==> config.mk <==
export PLATFORM = sky130hd
export DESIGN_NAME = skew_rd_control
export DESIGN_NICKNAME = d
export VERILOG_FILES = /design/src/rtl/skew_rd_control.sv
export SDC_FILE = /design/constraint.sdc
export NUM_CORES = 1
export LEC_CHECK = 0
export ABC_AREA = 1
export ABC_CLOCK_PERIOD_IN_PS = 3400
export CORE_MARGIN = 2
export CORE_UTILIZATION = 40
export DETAILED_ROUTE_END_ITERATION = 12
export PLACE_DENSITY_LB_ADDON = 0.25
export SYNTH_ARGS = -nofsm -noshare
export SYNTH_HDL_FRONTEND = slang
export SYNTH_SLANG_ARGS = --single-unit
==> constraint.sdc <==
create_clock -name clk -period 3.4 [get_ports clk]
set_input_delay 0.68 -clock clk [delete_from_list [all_inputs] [get_ports clk]]
set_output_delay 0.68 -clock clk [all_outputs]
set_load 0.02 [all_outputs]
==> src/rtl/skew_rd_control.sv <==
// Skewed read-address sequencer: lane i reads num_rows rows starting i cycles after lane 0,
// then holds wr_active over the drain window. Optional macro SKEW_RD_CONTROL_REVERSE_EN adds descending reads.
module skew_rd_control #(
  parameter int WIDTH_HEIGHT = 16,
  parameter int ADDR_WIDTH   = 8,
  parameter int MAX_ROWS     = 16,
  parameter int WR_LATENCY   = 18,
  localparam int RW          = $clog2(MAX_ROWS + 1)
) (
  input  logic                               clk,
  input  logic                               reset_n,
  input  logic                               start,
  input  logic                               abort,
`ifdef SKEW_RD_CONTROL_REVERSE_EN
  input  logic                               reverse,
`endif
  input  logic [ADDR_WIDTH-1:0]              base_addr,
  input  logic [RW-1:0]                      num_rows,
  output logic [WIDTH_HEIGHT-1:0]            rd_en,
  output logic [WIDTH_HEIGHT*ADDR_WIDTH-1:0] rd_addr,
  output logic                               wr_active,
  output logic                               busy,
  output logic                               done,
  output logic [1:0]                         dbg_state
);

  localparam int CW = $clog2(WR_LATENCY + MAX_ROWS + WIDTH_HEIGHT + 1);

  typedef enum logic [1:0] {IDLE, READ, DRAIN, DONE} state_t;

  state_t                             state_q, state_d;
  logic [CW-1:0]                      cnt_q, cnt_d;
  logic [ADDR_WIDTH-1:0]              base_q, base_d;
  logic [RW-1:0]                      rows_q, rows_d;
  logic                               rev_q, rev_d, rev_in;
  logic [WIDTH_HEIGHT-1:0]            rd_en_q, rd_en_d;
  logic [WIDTH_HEIGHT*ADDR_WIDTH-1:0] rd_addr_q, rd_addr_d;
  logic                               wr_q, wr_d;
  logic                               busy_q, done_q;
  logic [CW-1:0]                      last_rd, last_wr, last_wr_d, off;

`ifdef SKEW_RD_CONTROL_REVERSE_EN
  assign rev_in = reverse;
`else
  assign rev_in = 1'b0;
`endif

  // Count of the final wr_active cycle: WR_LATENCY + R + WIDTH_HEIGHT - 2.
  function automatic logic [CW-1:0] last_wr_f(input logic [RW-1:0] r);
    return CW'(WR_LATENCY) + CW'(r) + CW'(WIDTH_HEIGHT) - CW'(2);
  endfunction

  assign last_rd   = CW'(rows_q) + CW'(WIDTH_HEIGHT) - CW'(2);
  assign last_wr   = last_wr_f(rows_q);
  assign last_wr_d = last_wr_f(rows_d);

  always_comb begin
    state_d = state_q;
    cnt_d   = cnt_q;
    base_d  = base_q;
    rows_d  = rows_q;
    rev_d   = rev_q;
    case (state_q)
      IDLE: begin
        if (start && !abort) begin
          base_d  = base_addr;
          rows_d  = num_rows;
          rev_d   = rev_in;
          cnt_d   = '0;
          state_d = (num_rows == '0) ? DONE : READ;
        end
      end
      READ: begin
        cnt_d = cnt_q + CW'(1);
        if (cnt_q == last_rd) state_d = (cnt_q >= last_wr) ? DONE : DRAIN;
      end
      DRAIN: begin
        cnt_d = cnt_q + CW'(1);
        if (cnt_q >= last_wr) state_d = DONE;
      end
      DONE: begin
        state_d = IDLE;
        cnt_d   = '0;
      end
      default: state_d = IDLE;
    endcase
    if (abort && state_q != IDLE) begin
      state_d = IDLE;
      cnt_d   = '0;
    end
  end

  // Outputs are computed from the next state/count so they are registered alongside it.
  always_comb begin
    rd_en_d   = '0;
    rd_addr_d = '0;
    off       = '0;
    for (int i = 0; i < WIDTH_HEIGHT; i++) begin
      off = cnt_d - CW'(i);
      if (state_d == READ && cnt_d >= CW'(i) && off < CW'(rows_d)) begin
        rd_en_d[i] = 1'b1;
        rd_addr_d[i*ADDR_WIDTH +: ADDR_WIDTH] = rev_d ? (base_d - ADDR_WIDTH'(off))
                                                      : (base_d + ADDR_WIDTH'(off));
      end
    end
    wr_d = (state_d == READ || state_d == DRAIN) &&
           (cnt_d >= CW'(WR_LATENCY)) && (cnt_d <= last_wr_d);
  end

  always_ff @(posedge clk or negedge reset_n) begin
    if (!reset_n) begin
      state_q   <= IDLE;
      cnt_q     <= '0;
      base_q    <= '0;
      rows_q    <= '0;
      rev_q     <= 1'b0;
      rd_en_q   <= '0;
      rd_addr_q <= '0;
      wr_q      <= 1'b0;
      busy_q    <= 1'b0;
      done_q    <= 1'b0;
    end else begin
      state_q   <= state_d;
      cnt_q     <= cnt_d;
      base_q    <= base_d;
      rows_q    <= rows_d;
      rev_q     <= rev_d;
      rd_en_q   <= rd_en_d;
      rd_addr_q <= rd_addr_d;
      wr_q      <= wr_d;
      busy_q    <= (state_d != IDLE);
      done_q    <= (state_d == DONE);
    end
  end

  assign rd_en     = rd_en_q;
  assign rd_addr   = rd_addr_q;
  assign wr_active = wr_q;
  assign busy      = busy_q;
  assign done      = done_q;
  assign dbg_state = state_q;

endmodule
Word-level counts from Yosys, hierarchy flattened. Index checks and enable logic that the tools add are counted.

Equal/unequal tests: 7. Reduce and logical (&&, ||, !) cells: 43. Add/subtract/negate cells: 56. Mux-type cells: 64. $lt $le $gt $ge: 35.

Operators by type and width (count): $mux 8 (34); $add 8x6->8 (16); $sub 8x6->8 (16); $lt 6x5->1 (16); $ge 6x4->1 const B (8); $sub 6x4->6 const B (8); $logic_and 1x1->1 (36); $sub 6x2->6 const B (5); $ge 6x3->1 const B (4); $sub 6x3->6 const B (4); $mux 1 (19); $pmux 6 s3 (1); $add 5x5->6 const A (2); $add 6x5->6 const B (2); $ge 6x1->1 const B (2); $ge 6x2->1 const B (2); $mux 6 (2); $mux 2 (5); $mux 5 (2); $eq 2x2->1 const B (4); $pmux 2 s4 (1); $add 5x5->6 const B (1); $add 6x1->6 const B (1); $eq 6x6->1 (1); 11 further kinds (13).

Output and inout port bits: 149. Input port bits: 17. Register bits after elaboration: 169.

Depth between registers and ports, before layout.
Depth after elaboration: 12. Mapped depth: 31.

Least setup slack after synthesis. No wires, ideal clock.

Path type: reg2reg. From: register state_q[0], in the netlist dbg_state[0]. To: register rd_addr_q[55], in the netlist rd_addr[55]. Cell stages (with the launch flop): 23. Path buffers: 3. Path slack: -0.548 ns. Arrival: 3.829 ns. Cell sequence: dfrtp_1 -> inv_1 -> ha_1 -> buf_6 -> inv_2 -> buf_6 -> nand2_1 -> nand2_1 -> inv_1 -> ha_1 -> clkbuf_1 -> a21oi_1 -> xor2_2 -> nand3_1 -> o21ai_0 -> ha_1 -> a21o_1 -> a31oi_1 -> o21ai_0 -> xor2_1 -> nand3_1 -> nand2_1 -> nor2_1.

Cells in the longest elaborated chain, start to end: 8. Elaborated cells between the ends (all ways): 27.

Ends and longest elaborated chain: start: declaration (RTL line 31) `state_t state_q, state_d;`; start signal: assignment (RTL line 123) `state_q <= state_d;`; $eq 2x2->1 or $eq 2x1->1 (tied branches) (RTL line 63) `case (state_q)`; $reduce_or 2->1 (no source line); $pmux 6 s3 (RTL line 63); $mux 6 (*) (RTL line 87) `if (abort && state_q != IDLE) begin`; net cnt_d[1] (RTL line 32) `logic [CW-1:0] cnt_q, cnt_d;`; $sub 6x3->6 or $ge 6x3->1 (tied branches) (RTL line 99, 100); $add 8x6->8, or another cell as far along (RTL line 103) `: (base_d + ADDR_WIDTH'(off));`; $mux 8 or $logic_and 1x1->1 (tied branches) (RTL line 102, 100); $mux 8 (*) (RTL line 100) `if (state_d == READ && cnt_d >= CW'(i) && off < CW'(rows_d)) begin`; net rd_addr_d[55] (RTL line 37) `logic [WIDTH_HEIGHT*ADDR_WIDTH-1:0] rd_addr_q, rd_addr_d;`; end signal: assignment (RTL line 129) `rd_addr_q <= rd_addr_d;`; end: declaration (RTL line 37).

Mark *: on every way through the listed nets, which the timed path passes. The rest lies on a longest branch.

Worst setup path after layout.
From: register state_q[1], in the netlist dbg_state[1]. To: register rd_addr_q[55], in the netlist rd_addr[55].

Cells in the longest elaborated chain, start to end: 8. Elaborated cells between the ends (all ways): 27.

Ends and longest elaborated chain (RTL line): $eq 2x2->1 or $eq 2x1->1 (tied branches) (63); $reduce_or 2->1 (no source line); $pmux 6 s3 (63); $mux 6 (87); $sub 6x3->6 or $ge 6x3->1 (tied branches) (99, 100); $add 8x6->8, or another cell as far along (103); $mux 8 or $logic_and 1x1->1 (tied branches) (102, 100); $mux 8 (*) (100); net rd_addr_d[55] (37).

Marked as above.

==> results.py <==
metrics = {
    "drt": {
        "routed_wl_um": 43700,
        "drt-wirelength-per-cell_um": 15.5,
        "via_count": 13600,
        "postRouteAntennaNets": 0,
        "avgViaCountPerCell": 4.81,
        "drtIter0Drc": 646,
        "remaining_drc_errors": 0,
        "dr.pass1.iters": 5,
    },
    "die": {
        "num_rows": 66,
        "floorplan.initialDensity_pct": 40.3,
        "io-pin-count": 166,
        "die_y_um": 185,
        "fp.coreArea_mm2": 0.0324,
        "die_width_um": 185,
        "die_area_mm2": 0.0341,
    },
    "yosys": {
        "ys_top_cells_by_area": "dfrtp_1 32%, ha_1 15%, nand2_1 9.9%, inv_1 7.0%, nor2_1 6.3%",
        "synth-warning-count": 0,
        "synthXorXnorAreaFrac_pct": 7.40,
        "multiplexer_share_of_the_synthesized_area_pct": 0,
        "synth.cell_area_mm2": 0.0131,
        "synthesis.instances": 1720,
        "synth_edf_count": 0,
        "yosys.area_share.simple_pct": 25.3,
        "synth_seq_area_share_pct": 32.4,
        "synthDistinctLibCells": 48,
        "synth_top_family_by_area": "simple AND/OR/NAND/NOR gates",
        "synth-async-reset-ratio_pct": 100,
        "post_synthesis_register_bit_count": 169,
        "synth_largest_area_cell": "dfrtp_1",
        "synth-adder-area-share_pct": 15.7,
        "syn_nets": 1898,
        "postSynthAreaPerCell_um2": 7.59,
        "synth.top_cell.area_share_pct": 32.4,
        "synth_compound_area_share_pct": 10.2,
        "postSynth.topFlopCell": "dfrtp_1",
    },
    "sta": {
        "fin_worst_hold_slack_ps": 144,
        "final.period_utilization_pct": 106,
        "setup_repair_after_global_routing_missed_its_margin": "true",
        "worst_slack_ps": -209,
        "tightestPinTransition_ps": 693,
        "finalMaxSlewViolations": 0,
        "final-hold-violation-count": 0,
        "fin_crit_ps": 3610,
        "achievable-frequency_ghz": 0.277,
        "fin_worst_skew_ps": 12.8,
        "setup_total_negative_slack_ps": -1250,
        "timing.slew.headroom_pct": 53.3,
        "final-setup-viol-count": 17,
    },
    "placed_design": {
        "hpwl_reported_at_the_end_of_detailed_placement_um": 32500,
        "place_congestion": 0.978,
        "place.port_buffers": 165,
        "place_ws_ps": -776,
    },
    "cells_and_area": {
        "antennaDiodeCount": 0,
        "most_common_library_cell_in_the_layout_ignoring_fill_and_taps": "buf_4",
        "nFillCells": 2630,
        "areaGrowthSynthToFinish_pct": 65.7,
        "final_net_count": 2549,
        "most_frequent_cells_in_the_layout": "442 x buf_4, 263 x nand2_1, 194 x nor2_1, 193 x inv_1, 167 x dfrtp_1",
        "layout.core_utilization_pct": 66.8,
        "post_route_cells_drive_above_1_share_pct": 39.6,
    },
    "critical_path": {
        "end_kind": "flop",
        "crit_fanout": 7,
        "arrival_ps": 3950,
        "timing.critical_path.required_ps": 3740,
        "critical_path.startpoint_type": "flop",
        "critical_path_class": "flop to flop",
        "worstSetupEndpoint": "rd_addr[55]",
        "worstReg2RegEnd": "rd_addr[55]",
        "cp-startpoint": "dbg_state[1]",
        "ff_to_ff_start": "dbg_state[1]",
        "reg2reg_slack_ps": -210,
        "worst_r2r_path_depth": 22,
    },
    "flow_run": {
        "max_cap_violations": 0,
    },
    "cts": {
        "tritoncts.num_buffers": 17,
        "worst_setup_hold_path_clk_slew_ps": 70,
        "clk_latency_ps": 450,
        "cts.sink_count": 169,
        "tritoncts": "yes",
        "clock-root-buffer": "clkbuf_16",
        "ctsHtreeMaxLevel": 4,
        "cts_hold_buffers": 0,
        "clockBufferDepth": 2,
    },
    "grt": {
        "vias_in_the_first_global_route": 12700,
        "grt_remaining_overflow": 0,
        "grt_util_all_layers_pct": 24.3,
        "grt_antenna_before_repair": 0,
        "grt_max_degree": 92,
        "grt_pass1_wl_um": 64200,
    },
    "status": {
        "violations": "negative setup slack",
        "status": "finished with violations",
    },
    "min_path": {
        "min_path_type": "input port to asynchronous set/reset pin",
    },
}
-- worst max-delay path, cell delays in order (launching register included) --
cell and delay (ps):
dfrtp_2 410, inv_2 70, ha_4 220, inv_8 60, buf_4 140, nand2_4 60
nand2_4 60, nand3_4 170, buf_12 140, ha_4 190, inv_2 80, a21oi_4 200
xor2_4 220, nand3_1 110, o21ai_1 170, ha_1 280, a21o_1 170, a31oi_1 170
o21ai_1 110, xor2_1 230, nand3_1 90, nand2_1 90, nor2_2 50
-- worst min path at each step --
stage | cells after the start | slack, ps | from | endpoint
floorplan | 0 | 380 | reset_n | base_q[0]
global placement | 2 | 460 | base_q[0] | base_q[0]
detailed placement | 2 | 470 | base_q[0] | base_q[0]
CTS | 1 | 150 | reset_n | base_q[3]
global route | 1 | 170 | reset_n | base_q[3]
finish | 1 | 140 | reset_n | base_q[3]
-- layer usage --
metal  global-route usage [%]  vias to the layer above  routed length (µm)
met5                        0                        -                   0
met4                     6.48                        0                1050
met3                     3.75                       53                1640
met2                     41.8                      248               21800
met1                     31.8                     6500               19200
li1                         -                     6806                   -
-- metrics by stage --
stage	instances	cell area (µm²)
detailed placement	2721	18600
floorplan	1720	13300
global placement	2721	18600
CTS	2779	19700
global route	2826	21600
finish	2826	21600
-- area by class of cell --
cell class	instances	area [µm²]	share of cell area (%)
clock buffers	19	433	2.00
clock inverters	13	145	0.671
inverters	271	1080	5.01
multi-input cells	1253	9510	44.0
flip-flops and latches	169	4230	19.6
well taps	442	553	2.56
repair buffers	659	5680	26.2
-- kinds of logic (layout without fill, tap and decap cells) --
kind of cell | Yosys count | after routing
fa+ha+maj | 161 | 161
xor+xnor | 106 | 106
flops | 169 | 169
buf+inv | 298 | 962
simple gates | 748 | 748
compound gates | 238 | 238
-- flip-flops by register name (all words and copies together) (netlist names) --
signal     flops
done           1
rev_q          1
base_q         8
cnt_q          6
wr_active      1
busy           1
rows_q         5
rd_addr      128
rd_en         16
dbg_state      2
-- Yosys cell counts (all sizes together), types with 11 or more instances --
cell type    n
nand3       86
nor3        37
inv        270
clkbuf      13
o211ai      11
o21ai       86
buf         14
nand4       19
o21bai      12
dfrtp      169
xor2        79
nand2      371
nor2       226
ha         157
xnor2       27
a21oi      100
-- what timing repair did --
item | CTS | global route
buffers inserted | 26 | 49
resized for setup | 85 | 398
endpoints found under the setup margin | 58 | 104
pin swaps | 46 | 244
Power is not shown: default switching activity piles up to over one toggle a cycle in this logic, so the estimate is an artifact.
